$ cat src/rtl/ccla_pipe_adder_if.sv
// Operand/result handshake bundle for ccla_pipe_adder.
// The op_sub field exists only when ADDSUB_MODE_EN is defined.
interface ccla_pipe_adder_if #(
    parameter int WIDTH = 32
);
    logic             in_valid;
    logic             in_ready;
    logic [WIDTH-1:0] a;
    logic [WIDTH-1:0] b;
    logic             cin;
`ifdef ADDSUB_MODE_EN
    logic             op_sub;
`endif
    logic             out_valid;
    logic             out_ready;
    logic [WIDTH-1:0] sum;
    logic             cout;
    logic             ovf;

    modport master (
`ifdef ADDSUB_MODE_EN
        output op_sub,
`endif
        output in_valid, a, b, cin, out_ready,
        input  in_ready, out_valid, sum, cout, ovf
    );

    modport slave (
`ifdef ADDSUB_MODE_EN
        input  op_sub,
`endif
        input  in_valid, a, b, cin, out_ready,
        output in_ready, out_valid, sum, cout, ovf
    );
endinterface

$ cat src/rtl/ccla_pipe_adder.sv
// Pipelined carry-lookahead adder: WIDTH split into STAGES segments, one segment per clock.
// Define ADDSUB_MODE_EN to add the op_sub input (a - b when set).
module ccla_pipe_adder #(
    parameter int WIDTH  = 32,
    parameter int GROUP  = 4,
    parameter int STAGES = 2
) (
    input logic clk,
    input logic rst,
    ccla_pipe_adder_if.slave bus
);
    localparam int SEG  = WIDTH / STAGES;
    localparam int NGRP = SEG / GROUP;
    localparam int L    = STAGES - 1;

    generate
        if ((STAGES < 1) || (GROUP < 1) || ((WIDTH % (STAGES * GROUP)) != 0)) begin : g_param_check
            $error("ccla_pipe_adder: WIDTH=%0d must be a multiple of STAGES*GROUP=%0d",
                   WIDTH, STAGES * GROUP);
        end
    endgenerate

    // One segment: lookahead inside each GROUP block, block G/P chains the groups.
    // Returns {carry out, carry into segment MSB, sum bits}.
    function automatic logic [SEG+1:0] seg_add(input logic [SEG-1:0] x,
                                               input logic [SEG-1:0] y,
                                               input logic           c0);
        logic [SEG-1:0] g, p, c;
        logic [NGRP:0]  gc;
        logic           blk_g, blk_p, term, cc;
        // NOTE: blocking assignments are right here; the function is pure combinational scratch.
        g     = x & y;
        p     = x ^ y;
        c     = '0;
        gc    = '0;
        gc[0] = c0;
        for (int j = 0; j < NGRP; j++) begin
            for (int i = 0; i < GROUP; i++) begin
                cc = 1'b0;
                for (int m = 0; m <= i; m++) begin
                    term = (m == 0) ? gc[j] : g[j*GROUP + m - 1];
                    for (int q = m; q < i; q++) term = term & p[j*GROUP + q];
                    cc = cc | term;
                end
                c[j*GROUP + i] = cc;
            end
            blk_g = 1'b0;
            blk_p = 1'b1;
            for (int m = 0; m < GROUP; m++) begin
                term = g[j*GROUP + m];
                for (int q = m + 1; q < GROUP; q++) term = term & p[j*GROUP + q];
                blk_g = blk_g | term;
                blk_p = blk_p & p[j*GROUP + m];
            end
            gc[j+1] = blk_g | (blk_p & gc[j]);
        end
        return {gc[NGRP], c[SEG-1], p ^ c};
    endfunction

    // Stage k: operands, completed lower sum bits, carry into segment k.
    logic             v_q [STAGES];
    logic [WIDTH-1:0] a_q [STAGES];
    logic [WIDTH-1:0] b_q [STAGES];
    logic [WIDTH-1:0] s_q [STAGES];
    logic             c_q [STAGES];
    logic [SEG+1:0]   res [STAGES];
    logic             load [STAGES+1];

    logic [WIDTH-1:0] b_in;
    logic             c_in;

`ifdef ADDSUB_MODE_EN
    assign b_in = bus.op_sub ? ~bus.b : bus.b;
    assign c_in = bus.op_sub ? 1'b1   : bus.cin;
`else
    assign b_in = bus.b;
    assign c_in = bus.cin;
`endif

    // A stage may load when empty or when its successor is taking its content.
    assign load[STAGES] = bus.out_ready;

    genvar k;
    generate
        for (k = 0; k < STAGES; k++) begin : g_stage
            assign load[k] = !v_q[k] || load[k+1];
            assign res[k]  = seg_add(a_q[k][k*SEG +: SEG], b_q[k][k*SEG +: SEG], c_q[k]);

            if (k == 0) begin : g_first
                // NOTE: data registers are reset too, so sum/cout/ovf read zero out of reset.
                always_ff @(posedge clk) begin
                    if (rst) begin
                        v_q[0] <= 1'b0;
                        a_q[0] <= '0;
                        b_q[0] <= '0;
                        s_q[0] <= '0;
                        c_q[0] <= 1'b0;
                    end else if (load[0]) begin
                        v_q[0] <= bus.in_valid;
                        a_q[0] <= bus.a;
                        b_q[0] <= b_in;
                        s_q[0] <= '0;
                        c_q[0] <= c_in;
                    end
                end
            end else begin : g_next
                always_ff @(posedge clk) begin
                    if (rst) begin
                        v_q[k] <= 1'b0;
                        a_q[k] <= '0;
                        b_q[k] <= '0;
                        s_q[k] <= '0;
                        c_q[k] <= 1'b0;
                    end else if (load[k]) begin
                        v_q[k]                    <= v_q[k-1];
                        a_q[k]                    <= a_q[k-1];
                        b_q[k]                    <= b_q[k-1];
                        s_q[k]                    <= s_q[k-1];
                        s_q[k][(k-1)*SEG +: SEG]  <= res[k-1][SEG-1:0];
                        c_q[k]                    <= res[k-1][SEG+1];
                    end
                end
            end
        end
    endgenerate

    // Final segment resolves combinationally from the last stage, so outputs hold while it stalls.
    // NOTE: every output gets a full default first so no latch can be inferred.
    always_comb begin
        bus.sum              = s_q[L];
        bus.sum[L*SEG +: SEG] = res[L][SEG-1:0];
        bus.cout             = res[L][SEG+1];
        bus.ovf              = res[L][SEG] ^ res[L][SEG+1];
        bus.out_valid        = v_q[L];
        bus.in_ready         = load[0];
    end
endmodule

$ cat src/flat_wrapper.sv
// flat-port wrapper written by rule: the top's interface ports become plain ports
module ccla_pipe_adder_flat 
#(
    parameter int WIDTH  = 32,
    parameter int GROUP  = 4,
    parameter int STAGES = 2
)
  (clk, rst, bus_in_valid, bus_a, bus_b, bus_cin, bus_out_ready, bus_in_ready, bus_out_valid, bus_sum, bus_cout, bus_ovf);
  ccla_pipe_adder_if #(.WIDTH(WIDTH)) bus_i ();
  input logic clk;
  input logic rst;
  input wire logic [$bits(bus_i.in_valid)-1:0] bus_in_valid;
  input wire logic [$bits(bus_i.a)-1:0] bus_a;
  input wire logic [$bits(bus_i.b)-1:0] bus_b;
  input wire logic [$bits(bus_i.cin)-1:0] bus_cin;
  input wire logic [$bits(bus_i.out_ready)-1:0] bus_out_ready;
  output wire logic [$bits(bus_i.in_ready)-1:0] bus_in_ready;
  output wire logic [$bits(bus_i.out_valid)-1:0] bus_out_valid;
  output wire logic [$bits(bus_i.sum)-1:0] bus_sum;
  output wire logic [$bits(bus_i.cout)-1:0] bus_cout;
  output wire logic [$bits(bus_i.ovf)-1:0] bus_ovf;
  assign bus_i.in_valid = bus_in_valid;
  assign bus_i.a = bus_a;
  assign bus_i.b = bus_b;
  assign bus_i.cin = bus_cin;
  assign bus_i.out_ready = bus_out_ready;
  assign bus_in_ready = bus_i.in_ready;
  assign bus_out_valid = bus_i.out_valid;
  assign bus_sum = bus_i.sum;
  assign bus_cout = bus_i.cout;
  assign bus_ovf = bus_i.ovf;
  ccla_pipe_adder #(.WIDTH(WIDTH), .GROUP(GROUP), .STAGES(STAGES)) u_core (.clk(clk), .rst(rst), .bus(bus_i));
endmodule
$ cat config.mk
export PLATFORM = sky130hd
export DESIGN_NAME = ccla_pipe_adder_flat
export DESIGN_NICKNAME = d
export VERILOG_FILES = /design/src/rtl/ccla_pipe_adder_if.sv /design/src/rtl/ccla_pipe_adder.sv /design/src/flat_wrapper.sv
export SDC_FILE = /design/constraint.sdc
export NUM_CORES = 1
export LEC_CHECK = 0
export ABC_AREA = 1
export BUFFER_PORTS_ARGS = -buffer_cell sky130_fd_sc_hd__buf_2
export CAP_MARGIN = 10
export CORE_UTILIZATION = 61
export DETAILED_ROUTE_END_ITERATION = 12
export HOLD_SLACK_MARGIN = 0.06
export PLACE_DENSITY = 0.95
export REMOVE_ABC_BUFFERS = 1
export SLEW_MARGIN = 10
export SYNTH_ARGS = -nofsm -noshare
export SYNTH_HDL_FRONTEND = slang
export SYNTH_SLANG_ARGS = --single-unit
$ cat constraint.sdc
create_clock -name clk -period 10.6 [get_ports clk]
set_input_delay 2.12 -clock clk [delete_from_list [all_inputs] [get_ports clk]]
set_output_delay 2.12 -clock clk [all_outputs]
set_load 0.005 [all_outputs]
==> impl_metrics.csv <==
group,metric,value,unit
route,first_iter_violations,161,
logic_synthesis,synthTopCellsByArea,"edfxtp_1 59%, ha_1 8.5%, inv_1 7.8%",
logic_synthesis,syn_inst,559,
critical_path,cpMostUsedCell,"nand2_1",
final_layout,syn_to_final_growth,19.8,%
critical_path,worst_path_dominant_cell_family,"simple AND/OR/NAND/NOR gates",
critical_path,cp_slowest_cell,"edfxtp_1",
timing,slew_viol_final,0,
critical_path,worst-path-buf-inv,1,
logic_synthesis,ys_seq_area_share,59.0,%
critical_path,path_class,"reg2out",
final_layout,final-instance-count-excl-fill,799,
final_layout,multi_input_area,1770,µm²
route,drc_errors,0,
final_layout,drive_gt1_share,23.4,%
timing,max_slew.worst_pin.slew,0.829,ns
min_path,min_path_type,"reg2reg",
logic_synthesis,async_flop_share,0,%
critical_path,slowest_delay,0.37,ns
place,dp_hpwl,6920,µm
timing,period_share,46.4,%
clock_tree,cts_tree,"done",
critical_path,path_cells,"ha_1, nand2_1, nand2_1, nand2_1, nand3_2, nand2_2, nand2_2, nand2_2, nand2_2, ha_1, nand2_1, nand2_1, a21oi_2, nand3b_1, nand2_1, buf_2",
timing,fin_hold_ws,0.547,ns
place,place_inst,767,
final_layout,fillers,616,
clock_tree,clk_pin_slew_worst_paths,0.06,ns
die,start_util,63.6,%
pwr,ir_drop,0.000132,V
critical_path,worstPathRequired,8.48,ns
clock_tree,cts_sinks,116,
global_route,grt_max_degree,67,
timing,period_minus_slack,4.91,ns
timing,max_freq,203,MHz
die,die_y,100,µm
die,die_area,10100,µm²
place,globalplace.congestion,0.781,
logic_synthesis,synth_top_area_share,59.0,%
critical_path,cp.arrival,2.79,ns
route,postRouteAntennaNets,0,
place,numPortBuffers,104,
clock_tree,cts_max_path_buffers,2,
logic_synthesis,avgSynthCellArea,10.6,µm²
flow_run,maxCapViolCount,0,
final_layout,finalNetCount,774,
final_layout,seq_area,3480,µm²
clock_tree,cts_setup_buffers,0,
die,die_width,100,µm
timing,finalClockSkew,0.00946,ns
status,outcome,"finished, final reports clean",
route,route.vias.total,3876,
pwr,total_power,0.00127,W
pwr,leakage,3.67,nW
clock_tree,cts_buffers,17,
timing,fin_setup_tns,0,ns
timing,hold_viol_final,0,
global_route,overflow,0,
timing,setup_violations,0,
logic_synthesis,syn_area,5900,µm²
logic_synthesis,synth-edff-count,116,
route,avgRoutedWirePerCell,13.3,µm
clock_tree,cts_resized,0,
timing,grt_setup_unrepaired,"false",
clock_tree,root_buffer,"clkbuf_8",
clock_tree,hold_buffers,0,
logic_synthesis,synth-seq-cells,116,
global_route,grt_pass1_wl,17600,µm
logic_synthesis,ys_warn_count,0,
pwr,power_density,180,nW/µm²
critical_path,worst_setup_path_start_kind,"flip-flop",
logic_synthesis,ys_types,26,
global_route,grt_pass1_vias,4029,
route,routed_via_density,4.85,
timing,slew_headroom,44.7,%
die,core,9280,µm²
logic_synthesis,synth_ff_type,"edfxtp_1",
route,wl,10600,µm
clock_tree,cts_max_level,4,
clock_tree,clock_latency,0.49,ns
logic_synthesis,synth_area_leader_cell,"edfxtp_1",
final_layout,n_antenna_cell,0,
global_route,grt_use_total,23.1,%
die,pin_count,105,
global_route,antenna_found_initial,0,
die,rows,35,
route,drtPass1Iterations,5,
critical_path,cp-end-kind,"output pin",
critical_path,cp_max_fo,4,
## final cells by class
type / instances / share of cell area (%)
flip-flops and latches: 116 / 49.3
multi-input cells: 285 / 25.0
repair buffers: 106 / 7.58
inverters: 131 / 6.96
clock buffers: 18 / 5.91
clock inverters: 14 / 2.96
well taps: 129 / 2.28
## registers in the layout, summed over array words and instances (netlist names)
signal	count
u_core.a_q	48
u_core.b_q	48
u_core.c_q	2
u_core.s_q	16
u_core.v_q	2
## Yosys cell counts (2+ instances only)
library cell	count
inv_1	123
a21oi_1	18
edfxtp_1	116
buf_2	5
nand2_2	6
fa_1	8
xnor2_1	5
a21oi_2	3
o21a_1	2
nand3_1	12
clkbuf_1	6
xor2_1	11
buf_4	16
a21o_1	2
o21ai_1	9
nand4_1	6
inv_2	6
nand2_1	38
nor2_1	120
ha_1	40
clkinv_1	2
## report_power, final
part | switching [W] | leakage [nW] | internal [W]
logic | 0.0000664 | 2.01 | 0.0000502
clock network | 0.000198 | 0.309 | 0.000405
registers | 0.0000120 | 1.35 | 0.000539
## stage by stage
stage | cell area [µm²] | setup WS (ns) | util [%]
global route | 7070 | 5.45 | 76.1
finish | 7070 | 5.69 | 76.1
detailed placement | 6440 | 5.90 | 69.3
floorplan | 5730 | 5.59 | -
CTS | 7060 | 5.66 | 76.1
global placement | 6440 | 5.95 | 69.3
## final timing paths
kind | end | cells after the start | start | slack (ns)
max | bus_ovf | 16 | u_core.a_q[1][17] | 5.69
min | u_core.a_q[1][28] | 2 | u_core.a_q[0][28] | 0.55
max reg2reg | u_core.s_q[1][15] | 16 | u_core.b_q[0][5] | 8.01
min reg2reg | u_core.a_q[1][28] | 2 | u_core.a_q[0][28] | 0.55
## worst reg2reg max path: stages, from the launching register on
cell and delay, ns:
edfxtp_1 0.37, ha_1 0.36, a21o_1 0.19, nand2_1 0.05, nand2_1 0.05, a21oi_1 0.13, nand2_1 0.16, nand2_1 0.12
nand2_1 0.13, ha_1 0.23, nand2_1 0.07, nand3_1 0.08, nand2_1 0.08, inv_2 0.04, nor2_1 0.13, o21ai_1 0.07
a21oi_1 0.16
## cells in the final DEF, fill, tap and decap left out, types with 2 or more instances in the layout
cell type and instances:
nand4_1 6, nand2_1 37, xnor2_1 5, inv_1 123, fa_1 8, nand3_1 11, edfxtp_1 116, buf_4 2
clkinv_2 5, nand2_2 6, bufinv_16 5, o21ai_1 9, a21oi_1 18, nor2_1 120, nand3_2 2, buf_2 104
o21a_1 2, clkinv_1 2, clkbuf_16 16, xor2_1 11, a21o_1 2, ha_1 40, a21oi_2 3, clkinv_4 2
inv_2 6
## cell families (layout without fill, tap and decap cells)
logic type / after synthesis / count (layout) / share of synthesized area [%]
compound gates: 35 / 35 / 3.37
buf+inv: 158 / 269 / 11.2
xor+xnor: 16 / 16 / 2.37
flops: 116 / 116 / 59.0
fa+ha+maj: 48 / 48 / 11.2
simple gates: 186 / 186 / 12.9
## layer usage
layer	track usage (%)	up-vias	share of wire (%)
met2	43.3	113	56
met4	10.4	0	2.3
met1	25.1	1799	38
li1	-	1940	-
met3	4.39	24	3.7
met5	0	-	0
No activity file was read; power rests on OpenSTA's default activity.
